--- src/rtl/pixel_write_buffer.sv ---
// pixel_write_buffer
//   Sits between the shape drawers and the framebuffer write port. Each cycle
//   with vga_plot high, it samples one pixel. Off-screen pixels are counted and
//   dropped. On-screen pixels are converted to a linear address and queued in a
//   small FIFO. A single output register then presents them to memory, holding
//   each write steady until mem_ready accepts it.
//
// Ports
//   clk, rst_n          system clock, asynchronous active-low reset
//   vga_x/y/colour/plot pixel strobe from the drawers
//   clear_flags         synchronous clear of overflow and clip_count
//   mem_addr/wdata/we   framebuffer write request, held until accepted
//   mem_ready           memory accepts on a posedge where mem_we && mem_ready
//   busy                FIFO non-empty or a write is pending
//   overflow            sticky: an on-screen pixel arrived while the FIFO was full
//   clip_count          saturating count of discarded off-screen pixels
//
// Output stage states
//   state | meaning
//   EMPTY | output register invalid, mem_we low
//   HOLD  | output register valid, mem_we high until mem_ready
module pixel_write_buffer #(
    parameter int DEPTH    = 8,
    parameter int SCREEN_W = 160,
    parameter int SCREEN_H = 120,
    parameter int ADDR_W   = 15
) (
    input  logic              clk,
    input  logic              rst_n,
    input  logic [7:0]        vga_x,
    input  logic [6:0]        vga_y,
    input  logic [2:0]        vga_colour,
    input  logic              vga_plot,
    input  logic              clear_flags,
    output logic [ADDR_W-1:0] mem_addr,
    output logic [2:0]        mem_wdata,
    output logic              mem_we,
    input  logic              mem_ready,
    output logic              busy,
    output logic              overflow,
    output logic [7:0]        clip_count
);

    localparam int PTR_W = $clog2(DEPTH);
    localparam int CNT_W = PTR_W + 1;
    localparam int ENT_W = ADDR_W + 3;
    localparam logic [8:0] X_LIM = 9'(SCREEN_W);
    localparam logic [7:0] Y_LIM = 8'(SCREEN_H);

    typedef enum logic {EMPTY, HOLD} state_t;

    state_t             state_q, state_d;
    logic [ENT_W-1:0]   fifo_mem [DEPTH];
    logic [PTR_W-1:0]   wr_ptr, rd_ptr;
    logic [CNT_W-1:0]   count;
    logic [ADDR_W-1:0]  x_ext, y_ext, push_addr;
    logic               in_range, want_push, full, push, pop, drop, clip;

    assign x_ext = ADDR_W'(vga_x);
    assign y_ext = ADDR_W'(vga_y);

    // 160 = 128 + 32, so the default screen width needs only two shifts and adds.
    generate
        if (SCREEN_W == 160) begin : g_shift
            assign push_addr = (y_ext << 7) + (y_ext << 5) + x_ext;
        end else begin : g_mul
            assign push_addr = y_ext * ADDR_W'(SCREEN_W) + x_ext;
        end
    endgenerate

    assign in_range  = ({1'b0, vga_x} < X_LIM) && ({1'b0, vga_y} < Y_LIM);
    assign want_push = vga_plot && in_range;
    assign clip      = vga_plot && !in_range;
    assign full      = (count == CNT_W'(DEPTH));
    // A slot freed by a pop on the same edge can take the incoming pixel.
    assign push      = want_push && (!full || pop);
    assign drop      = want_push && full && !pop;

    assign mem_we = (state_q == HOLD);
    assign busy   = (count != '0) || mem_we;

    always_comb begin
        state_d = state_q;
        pop     = 1'b0;
        case (state_q)
            EMPTY: begin
                if (count != '0) begin
                    pop     = 1'b1;
                    state_d = HOLD;
                end
            end
            HOLD: begin
                if (mem_ready) begin
                    if (count != '0) pop = 1'b1;
                    else             state_d = EMPTY;
                end
            end
            default: state_d = EMPTY;
        endcase
    end

    always_ff @(posedge clk or negedge rst_n) begin
        if (!rst_n) begin
            state_q   <= EMPTY;
            mem_addr  <= '0;
            mem_wdata <= '0;
        end else begin
            state_q <= state_d;
            if (pop) begin
                mem_addr  <= fifo_mem[rd_ptr][ENT_W-1:3];
                mem_wdata <= fifo_mem[rd_ptr][2:0];
            end
        end
    end

    // Storage needs no reset; only entries between the pointers are ever read.
    always_ff @(posedge clk) begin
        if (push) fifo_mem[wr_ptr] <= {push_addr, vga_colour};
    end

    always_ff @(posedge clk or negedge rst_n) begin
        if (!rst_n) begin
            wr_ptr <= '0;
            rd_ptr <= '0;
            count  <= '0;
        end else begin
            if (push) wr_ptr <= wr_ptr + PTR_W'(1);
            if (pop)  rd_ptr <= rd_ptr + PTR_W'(1);
            case ({push, pop})
                2'b10:   count <= count + CNT_W'(1);
                2'b01:   count <= count - CNT_W'(1);
                default: count <= count;
            endcase
        end
    end

    // clear_flags takes priority over a flag event on the same edge.
    always_ff @(posedge clk or negedge rst_n) begin
        if (!rst_n) begin
            overflow   <= 1'b0;
            clip_count <= '0;
        end else if (clear_flags) begin
            overflow   <= 1'b0;
            clip_count <= '0;
        end else begin
            if (drop) overflow <= 1'b1;
            if (clip && clip_count != 8'hFF) clip_count <= clip_count + 8'd1;
        end
    end

endmodule

--- config.mk ---
export PLATFORM = sky130hd
export DESIGN_NAME = pixel_write_buffer
export DESIGN_NICKNAME = d
export VERILOG_FILES = /design/src/rtl/pixel_write_buffer.sv
export SDC_FILE = /design/constraint.sdc
export NUM_CORES = 1
export LEC_CHECK = 0
export BUFFER_PORTS_ARGS = -buffer_cell sky130_fd_sc_hd__buf_2
export CAP_MARGIN = 30
export CELL_PAD_IN_SITES_DETAIL_PLACEMENT = 1
export CELL_PAD_IN_SITES_GLOBAL_PLACEMENT = 1
export CORE_AREA = 2 2 133 135
export CTS_BUF_LIST = sky130_fd_sc_hd__clkbuf_8
export DETAILED_ROUTE_END_ITERATION = 6
export DIE_AREA = 0 0 135 137
export PLACE_DENSITY = 0.7
export SLEW_MARGIN = 10
export SYNTH_ARGS = -nofsm -noshare
export SYNTH_HDL_FRONTEND = slang
export SYNTH_SLANG_ARGS = --single-unit
--- constraint.sdc ---
create_clock -name clk -period 4.3 [get_ports clk]
set_input_delay 0.43 -clock clk [delete_from_list [all_inputs] [get_ports clk]]
set_output_delay 0.43 -clock clk [all_outputs]
set_load 0.005 [all_outputs]
Word level (Yosys, flattened, before mapping)
Memory sizes are Yosys's and may differ from the RTL's. A register that Yosys moved wholly into a read port is not among the register bits.
Index checks and enable logic that the tools add are counted.
{"block": "op_classes", "add_sub_neg": 7, "order_cmp": 2, "n_eq_ne": 4, "n_mux": 12, "bitwise_logic": 1, "reduce_logical": 17}
{"op": "two-way mux 8 bit", "count": 2}
{"op": "adder 14 x 12 -> 15 bit", "count": 1}
{"op": "adder 15 x 8 -> 15 bit", "count": 1}
{"op": "adder 8 x 1 -> 8 bit, second input constant", "count": 1}
{"op": "less-than comparator 8 bit, second input constant", "count": 1}
{"op": "!= test 8 bit, second input constant", "count": 1}
{"op": "case mux 4 bit (2 select lines)", "count": 1}
{"op": "logical AND 1 bit", "count": 7}
{"op": "less-than comparator 7 bit, second input constant", "count": 1}
{"op": "two-way mux 1 bit", "count": 7}
{"op": "adder 3 x 1 -> 3 bit, second input constant", "count": 2}
{"op": "nonzero test 2 bit", "count": 3}
{"op": "adder 4 x 1 -> 4 bit, second input constant", "count": 1}
{"op": "equality test 4 bit, second input constant", "count": 1}
{"op": "logical NOT 1 bit", "count": 4}
{"op": "case mux 1 bit (2 select lines)", "count": 2}
{"op": "nonzero test 4 bit", "count": 1}
{"op": "subtractor 4 x 1 -> 4 bit, second input constant", "count": 1}
{"op": "equality test 2 x 1 -> 1 bit, second input constant", "count": 1}
{"op": "equality test 2 bit, second input constant", "count": 1}
{"op": "logical OR 1 bit", "count": 2}
{"op": "NOT 1 bit", "count": 1}
{"block": "word_totals", "regBits": 20, "ramBits": 144, "inputBits": 23, "out_inout_bits": 29, "wordCells": 50, "mem_count": 1}
{"name": "fifo_mem", "depth": 8, "width": 18, "rd": 1, "rd_ports_with_merged_regs": 1, "write_ports": 1, "line": "53", "rtl": "logic [ENT_W-1:0] fifo_mem [DEPTH];"}

Longest topological paths before layout
Gate-level depths: netlist of the first run.
{"block": "logic_depth", "depth_word": 8, "mapped_depth": 9, "ltp_nobuf": 9}

Worst setup path before layout of the first run
No wires, ideal clock.
{"block": "synth_timing", "path_kind": "input to register", "start": "in vga_x[6]", "end": "mem fifo_mem[0][0] in the netlist's numbering, enable pin", "setup_time_ns": 0.439, "arrival_ns": 2.748, "required_time_ns": 3.861, "path_slack_ns": 1.113, "path_stages": 4, "path_buffers": 0, "path_cell_list": "o21ai_1 and3_2 nand2b_1 nor4_1"}
{"block": "synth_via", "elab_chain_cells": 6}
{"item": "start, declared", "line": "30", "rtl": "input logic [7:0] vga_x,"}
{"item": "less-than comparator 8 bit", "line": "71", "rtl": "assign in_range = ({1'b0, vga_x} < X_LIM) && ({1'b0, vga_y} < Y_LIM);"}
{"item": "logical AND 1 bit", "line": "71"}
{"item": "logical AND 1 bit", "line": "72", "rtl": "assign want_push = vga_plot && in_range;"}
{"item": "logical AND 1 bit", "line": "76", "rtl": "assign push = want_push && (!full || pop);"}
{"item": "two-way mux 1 bit", "line": "118", "rtl": "if (push) fifo_mem[wr_ptr] <= {push_addr, vga_colour};"}
{"item": "two-way mux 1 bit (implied by the code)", "line": "118"}
{"item": "end, declared", "line": "53"}
Every way passes these cells.

Worst setup path after layout of the first run
{"block": "layout_timing", "start": "in vga_x[7]", "end": "mem fifo_mem[7][15] in the netlist's numbering (data pin)"}
{"block": "layout_via", "elab_chain_cells": 1}
{"item": "adder 15 x 8 -> 15 bit", "line": "65", "rtl": "assign push_addr = (y_ext << 7) + (y_ext << 5) + x_ext;"}
{"item": "net push_addr[12]", "line": "56", "rtl": "logic [ADDR_W-1:0] x_ext, y_ext, push_addr;"}
The timed path passes the listed nets, and every way through them passes these cells.

==> flow_summary_export.csv, run 1 <==
group,metric,value,unit
global_routing,overflow,0,
cts,clk_latency,0.46,ns
cts,ctsResizeCount,0,
routing,avgRoutedWirePerCell,21.1,microns
cts,cts.htree.levels,4,
pwr,swShare,29.9,%
pwr,p_per_area,582,mW/mm^2
finish,stdcell_area,0.00855,sq mm
floorplanning,die_w,135,microns
synth,ys_top_cells_by_area,"edfxtp_1 58%, dfrtp_1 13%, mux4_2 11%, ha_1 2.8%, mux2i_1 2.4%",
synth,synth.avg_cell_area,17.8,sq um
setup_path,cp.arrival,2.75,ns
run,cap_violations,0,
cts,cts-buffers-inserted,17,
finish,final_util,50.2,%
global_routing,grt_pass1_wl,24400,microns
timing,rsz0062_at_grt,"false",
setup_path,start_kind,"primary input",
timing,worstMarginPinSlew,0.819,ns
floorplanning,die_y,137,microns
cts,clock-sinks,182,
timing,fmax,0.393,GHz
synth,ys_seq_area_share,70.4,%
floorplanning,core.rowCount,48,
routing,drc,0,
global_routing,track_usage,18.2,%
timing,finalCritPeriodShare,59.1,%
routing,dr.pass1.iters,4,
pwr,pwr-share-comb,27.3,%
setup_path,critPathMaxFanout,8,
timing,setup_viol,0,
routing,vias,3900,
pwr,clkPwrFrac,23.9,%
finish,n_antenna_cell,0,
finish,drive_gt1_share,29.4,%
min_path,min_path_type,"primary input to flop",
pwr,p_sw,1.49,mW
cts,clock_path_buffers,2,
timing,max_slew_margin,45.1,%
synth,synth_area,0.00749,sq mm
cts,clk_pin_slew,0.10,ns
pwr,cellLeakagePower,3.15,nW
placed_design,placed_cell_area,0.00811,sq mm
global_routing,grt_max_degree,42,
floorplanning,core_area,0.0171,sq mm
setup_path,cp_cell_sequence,"buf_2 > inv_1 > fa_1 > inv_1 > fa_1 > a21o_1 > a21oi_1 > o21ai_0 > nor2b_1 > nor2_1",
setup_path,slowest_delay,0.53,ns
timing,min_period,2.54,ns
synth,yosysUniqueCellTypes,43,
setup_path,crit_type,"primary input to flop",
routing,drt_iter0_markers,197,
pwr,p_seq_share,48.7,%
pwr,peakVddDrop,0.225,mV
placed_design,gp_congestion,0.768,
routing,ant_nets,0,
setup_path,critPathRequiredTime,4.50,ns
run_status,status,"finished, final reports clean",
setup_path,crit_path_top_delay_cell,"fa_1",
placed_design,portBuffers,51,
timing,setup-tns-final,0,ns
placed_design,hpwl,10400,microns
floorplanning,boundaryPins,52,
synth,synth_cells,420,
timing,finClkSkew,0.0128,ns
cts,cts_tree,"built",
global_routing,grt_pass1_vias,4204,
setup_path,cp-end-kind,"flop",
timing,drv_slew,0,
finish,area.growth.synth_to_final,14.2,%
synth,ys_warn_count,0,
global_routing,antenna_found_initial,0,
synth,yosysTopAreaCellShare,57.7,%
finish,nNetsFinal,536,
pwr,p_int,3.49,mW
finish,fillers,1644,
synth,syn-num-nets,462,
routing,wirelength,15500,microns
timing,finalHoldViolations,0,
synth,ys_ff_latch,182,
cts,root_buffer,"clkbuf_8",
floorplanning,start_util,43.9,%
synth,synth_top_cell_by_area,"edfxtp_1",
pwr,power,4.98,mW
routing,vias_per_cell,5.33,
floorplanning,dieArea,0.0185,sq mm
## worst max-delay path, delay by kind of cell
kind	cells	cell delay, ns
buf+inv	3	0.22
compound gates	3	0.57
fa+ha+maj	2	1.00
simple gates	2	0.52
## synthesized netlist by cell type (all sizes together)
cell type / instances
and4: 1
xnor2: 11
a211oi: 2
a21oi: 6
or2: 1
xor2: 9
nand3: 8
and3: 5
a21o: 2
clkbuf: 2
inv: 6
a32oi: 1
nand2b: 3
or2b: 2
dfrtp: 38
fa: 2
nor4: 2
o21ai: 22
ha: 17
edfxtp: 144
mux2: 1
a22oi: 1
a21boi: 2
nor2: 17
o21a: 1
o21bai: 3
nor3: 5
nor2b: 4
buf: 14
nand2: 31
mux2i: 18
mux4: 36
nand4: 3
## cells in the final DEF, fill, tap and decap left out, drive strengths merged
master | synthesis | layout
edfxtp | 144 | 144
buf | 14 | 70
dfrtp | 38 | 38
mux4 | 36 | 36
nand2 | 31 | 31
o21ai | 22 | 22
clkbuf | 2 | 19
mux2i | 18 | 18
ha | 17 | 17
nor2 | 17 | 17
xnor2 | 11 | 11
inv | 6 | 11
xor2 | 9 | 9
nand3 | 8 | 8
a21oi | 6 | 6
and3 | 5 | 5
nor3 | 5 | 5
nor2b | 4 | 4
clkinv | 0 | 4
nand4 | 3 | 3
o21bai | 3 | 3
nand2b | 3 | 3
bufinv | 0 | 3
nor4 | 2 | 2
a21o | 2 | 2
a211oi | 2 | 2
or2b | 2 | 2
fa | 2 | 2
a21boi | 2 | 2
or2 | 1 | 1
o21a | 1 | 1
a32oi | 1 | 1
mux2 | 1 | 1
and4 | 1 | 1
a22oi | 1 | 1
clkinvlp | 0 | 1
dlygate4sd3 | 0 | 1
## final timing paths
kind                                               from                         to  slack [ns]  depth (start not counted)
min in group asynchronous                         rst_n    mem_addr[0]$_DFFE_PN0P_        0.38                          2
worst max register to register     count[1]$_DFFE_PN0P_       count[2]$_DFFE_PN0P_        1.83                          9
worst min register to register  mem_addr[0]$_DFFE_PN0P_    mem_addr[0]$_DFFE_PN0P_        0.48                          2
max in group asynchronous                         rst_n   mem_addr[11]$_DFFE_PN0P_        3.46                          3
worst min-delay path                           vga_x[4]   fifo_mem[2][7]$_DFFE_PP_        0.25                          1
worst max-delay path                           vga_x[7]  fifo_mem[7][15]$_DFFE_PP_        1.76                         10
## kinds of logic after synthesis
logic type                 count (synthesis)  share of synthesized area [%]
DFF                                      182                           70.4
and+or+nand+nor                           82                           5.33
muxes                                     55                           13.4
AOI/OAI and AO/OA                         40                           3.31
buffers and inverters                     22                           1.79
xor gates and xnor gates                  20                           2.34
adders and majority gates                 19                           3.37
## cell type report
cell class	instances	area (sq um)	area share [%]
Clock buffer	19	262	3.06
Clock inverter	13	153	1.78
Inverter	6	22.5	0.263
Multi-Input combinational cell	216	2110	24.6
Sequential cell	182	5280	61.7
Tap cell	225	282	3.29
Timing Repair Buffer	71	453	5.29
## flip-flops by register name (all words and copies together), names as in the netlist
name        count
overflow        1
wr_ptr          3
rd_ptr          3
mem_addr       15
fifo_mem      144
clip_count      8
mem_we          1
count           4
mem_wdata       3
## power by group through the flow
stage	sequential (mW)	clock [mW]	combinational, mW
after floorplan	2.36	0	1.02
after global placement	2.48	0	1.28
after detailed placement	2.47	0	1.39
after CTS	2.43	1.23	1.39
after global routing	2.47	1.29	1.50
final	2.43	1.19	1.36
## stage by stage
| step | worst slack (ns) | std cells | hold WS [ns] |
|---|---|---|---|
| finish | 1.76 | 732 | 0.247 |
| global route | 1.64 | 732 | 0.218 |
| CTS | 1.81 | 730 | 0.104 |
| detailed placement | 1.30 | 698 | 0.465 |
| global placement | 1.46 | 697 | 0.456 |
| floorplan | 1.11 | 420 | 0.134 |
## repair_timing
action / 4_1_cts / 5_1_grt
setup buffers: 0 / 0
hold buffers: 0 / 1
hold endpoints to repair: 0 / 9
## metal layers
layer	part of all wire [%]	wire length (microns)	GRT usage, %
met1	43	6700	23.6
met3	5.4	833	4.44
met2	50	7770	30.5
met4	1.1	172	6.13
met5	0	0	0
No activity file was read; power rests on OpenSTA's default activity.
==> run 2: changes to the inputs <==
--- a/config.mk
+++ b/config.mk
@@ -5,15 +5,16 @@
 export SDC_FILE = /design/constraint.sdc
 export NUM_CORES = 1
 export LEC_CHECK = 0
+export ABC_AREA = 1
 export BUFFER_PORTS_ARGS = -buffer_cell sky130_fd_sc_hd__buf_2
 export CAP_MARGIN = 30
 export CELL_PAD_IN_SITES_DETAIL_PLACEMENT = 1
 export CELL_PAD_IN_SITES_GLOBAL_PLACEMENT = 1
-export CORE_AREA = 2 2 133 135
+export CORE_AREA = 2 2 135 137
 export CTS_BUF_LIST = sky130_fd_sc_hd__clkbuf_8
 export DETAILED_ROUTE_END_ITERATION = 6
-export DIE_AREA = 0 0 135 137
-export PLACE_DENSITY = 0.7
+export DIE_AREA = 0 0 137 139
+export PLACE_DENSITY = 0.77
 export SLEW_MARGIN = 10
 export SYNTH_ARGS = -nofsm -noshare
 export SYNTH_HDL_FRONTEND = slang
==> constraint.sdc (replaced) <==
create_clock -name clk -period 2.1 [get_ports clk]
set_input_delay 0.21 -clock clk [delete_from_list [all_inputs] [get_ports clk]]
set_output_delay 0.21 -clock clk [all_outputs]
set_load 0.005 [all_outputs]
==> run 2 against run 1 <==
Against the previous run:
- via count is 34% higher
- clock-buffer cell count down 2
- area after synthesis up 3.7%
- die area increased by 3.0%
- critical endpoint is now fifo_mem[4][16]$_DFFE_PP_
==> flow_summary_export.csv, run 2 <==
group,metric,value,unit
global_routing,track_usage,19.7,%
min_path,min_path_type,"primary input to flop",
routing,wirelength,18000,microns
cts,cts.htree.levels,4,
timing,fmax,0.512,GHz
timing,setup-tns-final,0,ns
synth,yosysTopAreaCellShare,55.7,%
floorplanning,core_area,0.0177,sq mm
floorplanning,boundaryPins,52,
cts,cts_tree,"built",
placed_design,portBuffers,51,
synth,synth_area,0.00777,sq mm
timing,finalCritPeriodShare,93.0,%
cts,cts-buffers-inserted,17,
finish,stdcell_area,0.00893,sq mm
global_routing,gr-usage-met2,33.6,%
finish,drive_gt1_share,18.0,%
synth,ys_ff_latch,182,
global_routing,grt_pass1_wl,28400,microns
timing,setup_viol,0,
placed_design,placed_cell_area,0.00849,sq mm
synth,synth-edff-count,144,
placed_design,hpwl,11100,microns
routing,vias_per_cell,5.32,
cts,cts_setup_buffers,0,
timing,max_slew_margin,46.7,%
synth,synth_top_cell_by_area,"edfxtp_1",
timing,drv_slew,0,
routing,vias,5215,
global_routing,grt_pass1_vias,5490,
synth,ys_top_cells_by_area,"edfxtp_1 56%, dfrtp_1 12%, o21ai_0 6.0%, nor2_1 5.9%, nand2_1 4.7%",
cts,root_buffer,"clkbuf_8",
finish,area.growth.synth_to_final,14.9,%
floorplanning,start_util,44.0,%
finish,layout_commonest_cell,"edfxtp_1",
cts,clock_path_buffers,2,
floorplanning,dieArea,0.0190,sq mm
setup_path,start_kind,"primary input",
global_routing,grt_max_degree,46,
floorplanning,die_w,137,microns
cts,clk_pin_slew,0.09,ns
finish,top_register,"fifo_mem",
placed_design,gp_congestion,0.764,
pwr,cellLeakagePower,3.42,nW
finish,largest_register_ffs,144,
global_routing,antenna_found_initial,0,
floorplanning,core.rowCount,49,
floorplanning,die_y,139,microns
finish,top_regs,"fifo_mem: 144 flops, mem_addr: 15 flops, clip_count: 8 flops",
finish,final_cell_mix,"144 x edfxtp_1, 122 x nor2_1, 97 x nand2_1",
finish,nNetsFinal,781,
pwr,peakVddDrop,0.519,mV
pwr,p_per_area,1190,mW/mm^2
synth,yosysUniqueCellTypes,31,
synth,ys_seq_area_share,67.9,%
timing,min_period,1.95,ns
routing,dr.pass1.iters,4,
global_routing,overflow,0,
synth,synth.avg_cell_area,11.6,sq um
cts,clock-sinks,182,
synth,ys_warn_count,0,
routing,drc,0,
global_routing,gr-max-usage-layer,"met2",
setup_path,critPathRequiredTime,2.28,ns
setup_path,r2r_slack,0.20,ns
setup_path,cp.arrival,2.13,ns
setup_path,crit_type,"primary input to flop",
run_status,status,"finished, final reports clean",
cts,clk_latency,0.46,ns
routing,ant_nets,0,
synth,synth_cells,671,
synth,yosys.cell_count.top_type,"edfxtp_1",
timing,finClkSkew,0.0131,ns
finish,n_antenna_cell,0,
synth,async_flop_share,20.9,%
synth,yosys-top-cells-count,"144 x edfxtp_1, 123 x nor2_1, 98 x nand2_1, 93 x o21ai_0, 38 x dfrtp_1",
routing,avgRoutedWirePerCell,18.3,microns
timing,finalHoldViolations,0,
routing,drt_iter0_markers,320,
synth,synth_flop_cell,"edfxtp_1",
global_routing,use_met1,24.4,%
global_routing,use_met3,3.91,%
setup_path,cp-end-kind,"flop",
synth,syn-num-nets,713,
run,cap_violations,0,
timing,worstMarginPinSlew,0.799,ns
setup_path,critPathMaxFanout,8,
==> run 2: cell types whose count changed after synthesis, moves of 10 or more <==
cell      delta
nor2_1     +107
o21ai_0     +75
nand2_1     +67
mux4_2      -36
o211ai_1    +36
inv_1       +19
mux2i_1     -18
nand3_1     +10
==> run 2: per-layer routing <==
metal	vias up	share of wire, %
met5	-	0
met4	0	1.3
met3	20	4.5
met2	112	53
met1	2606	42
li1	2477	-
==> run 2: repair_timing <==
| action | CTS | global route |
|---|---|---|
| endpoints found under the setup margin | 0 | 2 |
| gates resized for setup | 0 | 5 |
| hold endpoints to repair | 45 | 0 |
| hold buffers | 4 | 0 |
==> run 2: final timing paths <==
path                                          from                        end  cells past startpoint
hold reg to reg            mem_addr[3]$_DFFE_PN0P_    mem_addr[3]$_DFFE_PN0P_                      2
setup / recovery                          vga_x[7]  fifo_mem[4][16]$_DFFE_PP_                     10
setup reg to reg              count[1]$_DFFE_PN0P_       count[2]$_DFFE_PN0P_                     14
max in group asynchronous                    rst_n  clip_count[6]$_DFFE_PN0P_                      3
min in group asynchronous                    rst_n           mem_we$_DFF_PN0_                      2
hold / removal                            vga_x[4]   fifo_mem[0][7]$_DFFE_PP_                      1
==> run 2: cells by family after synthesis <==
group                    count (synthesis)  synth area share, %
adder cells (fa/ha/maj)                 19                 3.25
flip-flops                             182                 67.9
buffers and inverters                   60                 3.35
XOR/XNOR                                16                 1.80
AND/OR/NAND/NOR                        256                 13.5
AO/OA/AOI/OAI                          138                 10.2
==> run 2: where the power goes <==
group,total [mW],internal (mW),switching (mW)
logic,3.36,1.21,2.15
registers,4.91,4.52,0.394
clock network,2.32,1.07,1.25
==> run 2: worst max-delay path, cell delays in order <==
cell and delay, ns:
buf_2 0.08, inv_1 0.06, fa_1 0.53, inv_1 0.07, ha_1 0.28, nand3_1 0.07, nand2_1 0.12, nand4_1 0.09
nand3_1 0.13, xor2_1 0.49
==> run 2: area by class of cell <==
cell class	instances	area, sq um
multi-input combinational	429	2250
timing repair buffer	81	616
clock buffer	17	234
inverter	28	105
clock inverter	15	156
fill	1911	8730
tap	229	287
sequential	182	5280
==> run 2: through the flow <==
| stage | setup slack, ns | utilization [%] | total power [mW] | hold slack [ns] | std cells |
|---|---|---|---|---|---|
| floorplan | 0.0116 | - | 7.11 | -0.0856 | 671 |
| global placement | -0.147 | 48.1 | 8.13 | 0.334 | 945 |
| detailed placement | -0.318 | 48.1 | 8.36 | 0.346 | 945 |
| CTS | 0.140 | 50.5 | 10.7 | 0.00245 | 981 |
| global route | -0.00764 | 50.6 | 11.3 | 0.0101 | 981 |
| finish | 0.146 | 50.6 | 10.6 | 0.0330 | 981 |
